File: src/rtl/squeeze_module_pkg.sv
// Shared Keccak constants and helpers for the squeeze datapath.
// Holds the state/lane widths, the squeeze FSM encoding and small
// elaboration-time helpers used to size counters and masks.
package squeeze_module_pkg;

    // Keccak-f[1600] state width and lane (word) width
    localparam int STATE_SIZE = 1600;
    localparam int Z_WIDTH    = 64;

    typedef enum logic [1:0] {
        ST_IDLE      = 2'd0,
        ST_WAIT_PERM = 2'd1,
        ST_SEND      = 2'd2,
        ST_REQ       = 2'd3
    } sq_state_e;

    // Integer ceiling division used to size the total word count
    function automatic int ceil_div(input int num, input int den);
        return (num + den - 1) / den;
    endfunction

    // Width of a word index over a block; at least one bit even for 1-word blocks
    function automatic int idx_width(input int block_words);
        return (block_words > 1) ? $clog2(block_words) : 1;
    endfunction

    // Keep lane bits [0:valid_bits-1]; valid_bits == 0 means a full lane
    function automatic logic [0:Z_WIDTH-1] tail_mask(input int valid_bits);
        logic [0:Z_WIDTH-1] m;
        for (int i = 0; i < Z_WIDTH; i++) begin
            m[i] = (valid_bits == 0) || (i < valid_bits);
        end
        return m;
    endfunction

endpackage

File: src/rtl/squeeze_module_word_counter.sv
// Word index within the current rate block and remaining-word count
// for the whole squeeze. Flags the last word of a block (BLOCK_END)
// and the last word of the squeeze (FINAL).
module squeeze_word_counter
    import squeeze_module_pkg::*;
#(
    parameter int BLOCK_WORDS = 17,
    parameter int TOTAL_WORDS = 4
) (
    input  logic                              CLK,
    input  logic                              A_RST,
    input  logic                              INIT,
    input  logic                              LOAD,
    input  logic                              ADVANCE,
    output logic [idx_width(BLOCK_WORDS)-1:0] WORD_IDX,
    output logic                              BLOCK_END,
    output logic                              FINAL
);

    localparam int IDX_W = idx_width(BLOCK_WORDS);
    localparam int REM_W = $clog2(TOTAL_WORDS + 1);

    logic [IDX_W-1:0] idx_q, idx_d;
    logic [REM_W-1:0] rem_q, rem_d;

    // Next-state: START loads the total, a new block rewinds the index,
    // each accepted word steps both counters
    always_comb begin
        idx_d = idx_q;
        rem_d = rem_q;
        if (INIT) begin
            rem_d = REM_W'(TOTAL_WORDS);
        end else if (ADVANCE && (rem_q != '0)) begin
            rem_d = rem_q - REM_W'(1);
        end
        if (LOAD) begin
            idx_d = '0;
        end else if (ADVANCE && !BLOCK_END) begin
            idx_d = idx_q + IDX_W'(1);
        end
    end

    // Counter registers, cleared immediately by reset
    always_ff @(posedge CLK or posedge A_RST) begin
        if (A_RST) begin
            idx_q <= '0;
            rem_q <= '0;
        end else begin
            idx_q <= idx_d;
            rem_q <= rem_d;
        end
    end

    assign WORD_IDX  = idx_q;
    assign BLOCK_END = (idx_q == IDX_W'(BLOCK_WORDS - 1));
    assign FINAL     = (rem_q == REM_W'(1));

endmodule

File: src/rtl/squeeze_module.sv
// Squeeze phase of a Keccak sponge: streams rate lanes out as 64-bit words.
// Latency: first word valid 1 cycle after the capturing STATE_VALID edge.
// Backpressure: DOUT holds while DOUT_READY=0; one word/cycle when ready.
module squeeze_module
    import squeeze_module_pkg::*;
#(
    parameter int R_BLOCK_SIZE = 1088,
    parameter int OUT_BITS     = 256
) (
    input  logic                  CLK,
    input  logic                  A_RST,
    input  logic [0:STATE_SIZE-1] STATE_IN,
    input  logic                  STATE_VALID,
    input  logic                  START,
    output logic                  PERM_REQ,
    output logic [0:Z_WIDTH-1]    DOUT,
    output logic                  DOUT_VALID,
    input  logic                  DOUT_READY,
    output logic                  DOUT_LAST,
    output logic                  BUSY,
    output logic                  DONE
);

    localparam int BLOCK_WORDS = R_BLOCK_SIZE / Z_WIDTH;
    localparam int TOTAL_WORDS = ceil_div(OUT_BITS, Z_WIDTH);
    localparam int IDX_W       = idx_width(BLOCK_WORDS);
    localparam logic [0:Z_WIDTH-1] LAST_MASK = tail_mask(OUT_BITS % Z_WIDTH);

    sq_state_e          state_q;
    logic               done_q;
    logic [0:Z_WIDTH-1] rate_q [BLOCK_WORDS];

    logic [IDX_W-1:0]   word_idx;
    logic               block_end;
    logic               final_word;
    logic               xfer;
    logic               cnt_init;
    logic               cnt_load;
    logic [0:Z_WIDTH-1] word_sel;

    assign xfer     = (state_q == ST_SEND) && DOUT_READY;
    assign cnt_init = (state_q == ST_IDLE) && START;
    assign cnt_load = (state_q == ST_WAIT_PERM) && STATE_VALID;

    squeeze_word_counter #(
        .BLOCK_WORDS (BLOCK_WORDS),
        .TOTAL_WORDS (TOTAL_WORDS)
    ) u_word_counter (
        .CLK       (CLK),
        .A_RST     (A_RST),
        .INIT      (cnt_init),
        .LOAD      (cnt_load),
        .ADVANCE   (xfer),
        .WORD_IDX  (word_idx),
        .BLOCK_END (block_end),
        .FINAL     (final_word)
    );

    // Squeeze sequencing, rate capture and the DONE pulse
    always_ff @(posedge CLK or posedge A_RST) begin
        if (A_RST) begin
            state_q <= ST_IDLE;
            done_q  <= 1'b0;
            for (int i = 0; i < BLOCK_WORDS; i++) begin
                rate_q[i] <= '0;
            end
        end else begin
            done_q <= 1'b0;
            case (state_q)
                ST_IDLE: begin
                    if (START) begin
                        state_q <= ST_WAIT_PERM;
                    end
                end
                ST_WAIT_PERM: begin
                    if (STATE_VALID) begin
                        for (int i = 0; i < BLOCK_WORDS; i++) begin
                            rate_q[i] <= STATE_IN[i*Z_WIDTH +: Z_WIDTH];
                        end
                        state_q <= ST_SEND;
                    end
                end
                ST_SEND: begin
                    if (DOUT_READY) begin
                        // Final word wins over block end: no extra permutation
                        if (final_word) begin
                            state_q <= ST_IDLE;
                            done_q  <= 1'b1;
                        end else if (block_end) begin
                            state_q <= ST_REQ;
                        end
                    end
                end
                ST_REQ: begin
                    state_q <= ST_WAIT_PERM;
                end
                default: begin
                    state_q <= ST_IDLE;
                end
            endcase
        end
    end

    // Output word: current lane, trailing bits of a partial final word zeroed
    always_comb begin
        word_sel = rate_q[word_idx];
        if (final_word) begin
            word_sel = word_sel & LAST_MASK;
        end
        DOUT = (state_q == ST_SEND) ? word_sel : '0;
    end

    assign DOUT_VALID = (state_q == ST_SEND);
    assign DOUT_LAST  = (state_q == ST_SEND) && final_word;
    assign PERM_REQ   = (state_q == ST_REQ);
    assign BUSY       = (state_q != ST_IDLE);
    assign DONE       = done_q;

    // State lanes beyond the rate are capacity and never leave the block
    if (R_BLOCK_SIZE < STATE_SIZE) begin : g_capacity
        logic unused_capacity;
        assign unused_capacity = ^STATE_IN[R_BLOCK_SIZE:STATE_SIZE-1];
    end

endmodule

File: config.mk
export PLATFORM = sky130hd
export DESIGN_NAME = squeeze_module
export DESIGN_NICKNAME = d
export VERILOG_FILES = /design/src/rtl/squeeze_module_pkg.sv /design/src/rtl/squeeze_module_word_counter.sv /design/src/rtl/squeeze_module.sv
export SDC_FILE = /design/constraint.sdc
export NUM_CORES = 2
export LEC_CHECK = 0
export CAP_MARGIN = 15
export CORE_AREA = 3 3 653 655
export CTS_BUF_LIST = sky130_fd_sc_hd__clkbuf_8 sky130_fd_sc_hd__clkbuf_16
export DETAILED_ROUTE_END_ITERATION = 7
export DIE_AREA = 0 0 656 658
export HOLD_SLACK_MARGIN = 0.06
export PLACE_DENSITY_LB_ADDON = 0.08
export SYNTH_ARGS = -nofsm -noshare
export SYNTH_HDL_FRONTEND = slang
export SYNTH_SLANG_ARGS = --single-unit
File: constraint.sdc
create_clock -name CLK -period 49.3 [get_ports CLK]
set_input_delay 9.86 -clock CLK [delete_from_list [all_inputs] [get_ports CLK]]
set_output_delay 9.86 -clock CLK [all_outputs]
set_load 0.05 [all_outputs]
* Yosys cells after proc, flatten, opt, wreduce, memory -nomap -nowiden
Cells that the tools add are included. Widths: inputs -> output; s select.
Word-level totals: input port bits 1605, word-level logic and storage cells 65, output and inout bits 69, register bits 1099
Operators by class: add/sub/neg operators 2, equal/unequal tests 9, reduce and logical (&&, ||, !) cells 14, bitwise operators 1, muxes and demuxes 17, order comparisons 1
Operators by type and width (count):
- $bmux 64 s5 | 1
- $mux 64 | 3
- $mux 2 | 5
- $mux 5 | 2
- $pmux 2 s4 | 1
- $ge 6x6->1 const B | 1
- $logic_and 1x1->1 | 6
- $mux 3 | 2
- $not 5->6 | 1
- $reduce_bool 2->1 | 3
- $add 5x1->5 const B | 1
- $eq 5x5->1 const B | 1
- $eq 2x2->1 const B | 2
- $ne 2x2->1 const B | 2
- $reduce_and 4->1 | 1
- $eq 3x1->1 const B | 1
- $mux 1 | 3
- $ne 3x1->1 const B | 1
- $reduce_bool 3->1 | 1
- $sub 3x1->3 const B | 1
- $eq 2x1->1 const B | 1
- $logic_not 2->1 | 1
- $ne 2x1->1 const B | 1
- $reduce_and 2->1 | 1
- $logic_not 1->1 | 1

* Longest topological paths before layout
depth after elaboration 5, mapped depth 8, gate-level depth less buffers 6

* Cells and area by module
Synthesis repeated with hierarchy kept, for this count alone.
Second synthesis, totals: cells, all modules 3462, area, all modules 50175.6 µm²
By module, submodules not included:
- squeeze_module | cells each 3415, seq. area each 27301.2 µm², area each 49708.9 µm², instances 1
- squeeze_word_counter | cells each 47, seq. area each 200.2 µm², area each 466.7 µm², instances 1

* Worst setup path after synthesis
Ideal clock, no wire load.
kind reg-to-output, start point reg state_q[0], end point out DOUT[10] in the netlist's numbering, stages on the path, launching flop included 9, slack 37.115 ns, arrival time 2.325 ns, path buffers 2, required time 39.440 ns, cell sequence dfrtp_1 > inv_1 > ha_1 > or3b_1 > buf_6 > buf_6 > a21oi_1 > nand3_1 > nand3_1
Between the ends: word-level cells in the longest chain between the ends 2
RTL lines:
- start, declared | line squeeze_module.sv:29 | sq_state_e state_q;
- start signal, assigned | line squeeze_module.sv:62 | state_q <= ST_IDLE;
- start signal, assigned | line squeeze_module.sv:72 | state_q <= ST_WAIT_PERM;
- start signal, assigned | line squeeze_module.sv:80 | state_q <= ST_SEND;
- $eq 2x2->1
- net DOUT_VALID | line squeeze_module.sv:17 | output logic DOUT_VALID,
- $mux 64 | line squeeze_module.sv:110 | DOUT = (state_q == ST_SEND) ? word_sel : '0;
- end, declared | line squeeze_module.sv:16 | output logic [0:Z_WIDTH-1] DOUT,
The timed path passes the listed nets, and every way through them passes these cells.

* Worst setup path after layout
start point reg u_word_counter.idx_q[0], in the netlist u_word_counter.WORD_IDX[0], end point out DOUT[62] in the netlist's numbering
Between the ends: word-level cells in the longest chain between the ends 5
RTL lines:
- start, declared | line squeeze_module_word_counter.sv:23 | logic [IDX_W-1:0] idx_q, idx_d;
- start signal, assigned | line squeeze_module_word_counter.sv:49 | idx_q <= idx_d;
- $not 5->6 (not written as such) | line squeeze_module.sv:106 | word_sel = rate_q[word_idx];
- $bmux 64 s5 | line squeeze_module.sv:106
- $mux 64 (not written as such) (2 in a row) | line squeeze_module.sv:106
- $mux 64 | line squeeze_module.sv:110
Every way passes these cells. The select of a mux whose other input is x is not followed.

==> impl_metrics.py <==
metrics = {
    "cts": {
        "clockBufferDepth": 4,
        "cts_tree": "done",
        "hold_buffers": 0,
        "cts_setup_buffers": 0,
        "clkLatencyLatePin_ns": 0.89,
        "cts_buffers": 170,
        "postCtsResizedCells": 0,
        "root_buffer": "clkbuf_16",
        "clk_pin_slew_ns": 0.06,
        "clkSinkCount": 1099,
        "htreeDepth": 4,
    },
    "routing": {
        "drcViolationCount": 0,
        "ant_nets": 0,
        "drt_first_pass_iters": 5,
        "vias_per_cell": 3.399,
        "wl_per_cell_um": 31.22,
        "drt_wl_total_um": 334500,
        "drt_iter0_drc": 1249,
        "vias": 36420,
    },
    "setup_path": {
        "crit_type": "reg2out",
        "start_kind": "flip-flop",
        "rr_endpoint": "rate_q[846]",
        "r2r_start": "state_q[1]",
        "setup.worst_path.end": "DOUT[62]",
        "regToRegSetupSlack_ns": 43.23,
        "reg2regPathDepth": 9,
        "crit_fanout": 42,
        "cp.required_ns": 39.44,
        "crit_start": "u_word_counter.WORD_IDX[0]",
        "cp.arrival_ns": 8.42,
        "cp-end-kind": "output pin",
    },
    "global_routing": {
        "grtUsageMet1_pct": 17.42,
        "grt_max_degree": 144,
        "grt_pass1_vias": 39500,
        "top_usage_layer": "met2",
        "overflow": 0,
        "met2_usage_pct": 25.69,
        "met3_usage_pct": 6.885,
        "grt_pass1_wl_um": 428400,
        "grt_usage_pct": 15.13,
        "antenna_found_initial": 417,
    },
    "place": {
        "dp.cells": 10320,
        "place_ws_ns": 31.59,
        "port_buffers": 1161,
        "hpwl_um": 265500,
        "finalWeightedCongestion": 0.7558,
        "placed_area_um2": 68370,
    },
    "power": {
        "clockPowerShare_pct": 27.0,
        "powerDensity_nw_per_um2": 60.79,
        "seqPwrFrac_pct": 36.1,
        "p_sw_share_pct": 37.39,
        "p_leak_nw": 28.11,
        "p_sw_w": 0.001683,
        "intPower_w": 0.002818,
        "power_frac_comb_pct": 36.9,
        "ir_worst_vdd_uv": 30.00,
    },
    "hold_path": {
        "worstHoldPathType": "reg2reg",
    },
    "floorplanning": {
        "initial_core_util_pct": 12.06,
        "num_rows": 238,
        "die_area_um2": 431600,
        "die_w_um": 656,
        "io_pins": 1674,
        "dieHeight_um": 658,
        "core_um2": 420500,
    },
    "synth": {
        "syn_nets": 5276,
        "synthArstFlopShare_pct": 100.0,
        "ys_warn_count": 0,
        "syn-mean-instance-area_um2": 13.85,
        "synthesis.area_um2": 50710,
        "synthesis.instances": 3662,
        "ys_types": 39,
        "synthFlopType": "dfrtp_1",
        "ys_ff_latch": 1099,
        "synth_edf_count": 0,
        "seq_area_frac_synth_pct": 54.23,
    },
    "job": {
        "maxCapViolations": 0,
    },
    "sta": {
        "rsz0062_at_grt": "false",
        "slew_headroom_pct": 28.22,
        "finalHoldViolCount": 0,
        "min_period_ns": 18.28,
        "fmax_mhz": 54.70,
        "setup_violations": 0,
        "setup_slack_ns": 31.02,
        "fin_crit_sh_pct": 37.08,
        "finalMaxSlewViolations": 0,
        "tightest_slew_ns": 1.047,
        "fin_setup_tns_ns": 0,
        "skew_ns": 0.05434,
    },
    "cells_and_area": {
        "drive_gt1_share_pct": 14.17,
        "regArea_um2": 27510,
        "design_area_um2": 74030,
        "final_cell_count_no_fill": 10710,
        "multi_input_area_um2": 21190,
        "area_delta_synth_final_pct": 46.00,
        "nFillCells": 46190,
        "fin_nets": 6467,
    },
    "status": {
        "outcome": "complete, no violations",
    },
}
worst max-delay path, cell delays in order, from the launching register on:
cell and delay, ns:
dfrtp_4 0.65, buf_4 0.50, buf_4 0.61, buf_4 0.77
buf_4 0.78, buf_4 0.79, buf_4 0.87, mux2i_1 0.17
a21oi_1 0.36, nand3_1 0.61, nand3_1 0.30, clkdlybuf4s50_1 0.92
stage by stage:
step           hold slack, ns  util [%]  total power (W)
2_1_floorplan          0.4574         -         0.002633
3_3_place_gp           0.4663     16.26         0.003406
3_5_place_dp           0.4739     16.26         0.003432
4_1_cts                0.4856     17.55         0.004705
5_1_grt                0.4913     17.56         0.004825
6_report               0.4809     17.61         0.004500
power groups by stage:
| stage | sequential [W] | combinational (W) | clock (W) |
|---|---|---|---|
| 6_report | 0.00163 | 0.00166 | 0.00122 |
| 5_1_grt | 0.00169 | 0.00182 | 0.00131 |
| 4_1_cts | 0.00164 | 0.00178 | 0.00128 |
| 3_5_place_dp | 0.00166 | 0.00178 | 0 |
| 3_3_place_gp | 0.00165 | 0.00176 | 0 |
| 2_1_floorplan | 0.00154 | 0.00109 | 0 |
area by class of cell:
class	count	area share, %
tap	5640	9.532
clock buffer	210	6.520
multi-input combinational	2296	28.62
clock inverter	86	0.8045
sequential	1099	37.15
inverter	10	0.06084
antenna	97	0.3279
timing repair buffer	1276	16.98
routing by layer:
metal | up-vias | part of all wire, %
met5 | - | 0.55
li1 | 15820 | -
met1 | 18150 | 40
met3 | 707 | 9.4
met4 | 284 | 2.3
met2 | 1458 | 48
how the worst min path moves through the flow:
stage	slack, ns	depth (start not counted)	to	start
after floorplan	0.46	1	rate_q[1024]	rate_q[1024]
after global placement	0.47	1	rate_q[1040]	rate_q[1040]
after detailed placement	0.47	1	rate_q[143]	rate_q[143]
after CTS	0.49	1	rate_q[553]	rate_q[553]
after global routing	0.49	1	rate_q[906]	rate_q[906]
final	0.48	1	rate_q[830]	rate_q[830]
cell families (layout without fill, tap and decap cells):
logic type	after synthesis	in the layout	share of synthesized area, %
buffers and inverters	267	1582	4.192
AND/OR/NAND/NOR	411	411	3.635
multiplexers	1603	1603	34.33
XOR/XNOR	5	5	0.08638
AO/OA/AOI/OAI	268	268	3.304
flip-flops	1099	1099	54.23
other	0	97	0
adder cells (fa/ha/maj)	9	9	0.2221
sequential cells by signal, indices dropped and copies added, names as in the netlist:
| name | cells |
|---|---|
| rate_q | 1088 |
| u_word_counter.WORD_IDX | 5 |
| u_word_counter.rem_q | 3 |
| state_q | 2 |
| DONE | 1 |
cell usage in the layout, fill, tap and decap left out, types with 3 or more instances in the layout:
master / Yosys / final
clkdlybuf4s50_1: 0 / 1161
buf_12: 0 / 7
dfrtp_1: 1099 / 1098
nor2_1: 7 / 6
clkbuf_8: 3 / 38
mux2_2: 320 / 320
clkbuf_16: 0 / 172
clkinv_16: 0 / 3
xnor2_1: 3 / 3
a22oi_1: 128 / 114
nand3_1: 192 / 192
mux2_1: 768 / 768
a21oi_1: 133 / 133
nand2_1: 195 / 195
diode_2: 0 / 97
bufinv_16: 0 / 4
inv_1: 10 / 64
clkinv_8: 0 / 4
buf_4: 34 / 108
ha_1: 9 / 9
clkinv_2: 0 / 16
a22oi_2: 0 / 14
mux2i_1: 515 / 513
Yosys cell counts (2+ instances only):
master    number  area (um^2)
mux2_1       768         8648
buf_8          9        135.1
and3_1         2        12.51
nor2b_1        2        12.51
ha_1           9        112.6
nor2_1         7        26.28
mux2_2       320         3603
buf_1          3        11.26
mux2i_1      515         5155
clkbuf_1      23        86.33
a21boi_0       2        15.01
a21oi_1      133        665.6
clkbuf_8       3        41.29
and2_1         2        12.51
nand4_1        2        12.51
buf_2         84        420.4
buf_4         34        255.2
nand2_1      195        732.0
inv_1         10        37.54
xor2_1         2        17.52
and2_2         2        15.01
dfrtp_1     1099        27500
a22oi_1      128        960.9
buf_6        100         1126
xnor2_1        3        26.28
nand3_1      192        960.9
No activity file was read; power rests on OpenSTA's default activity.
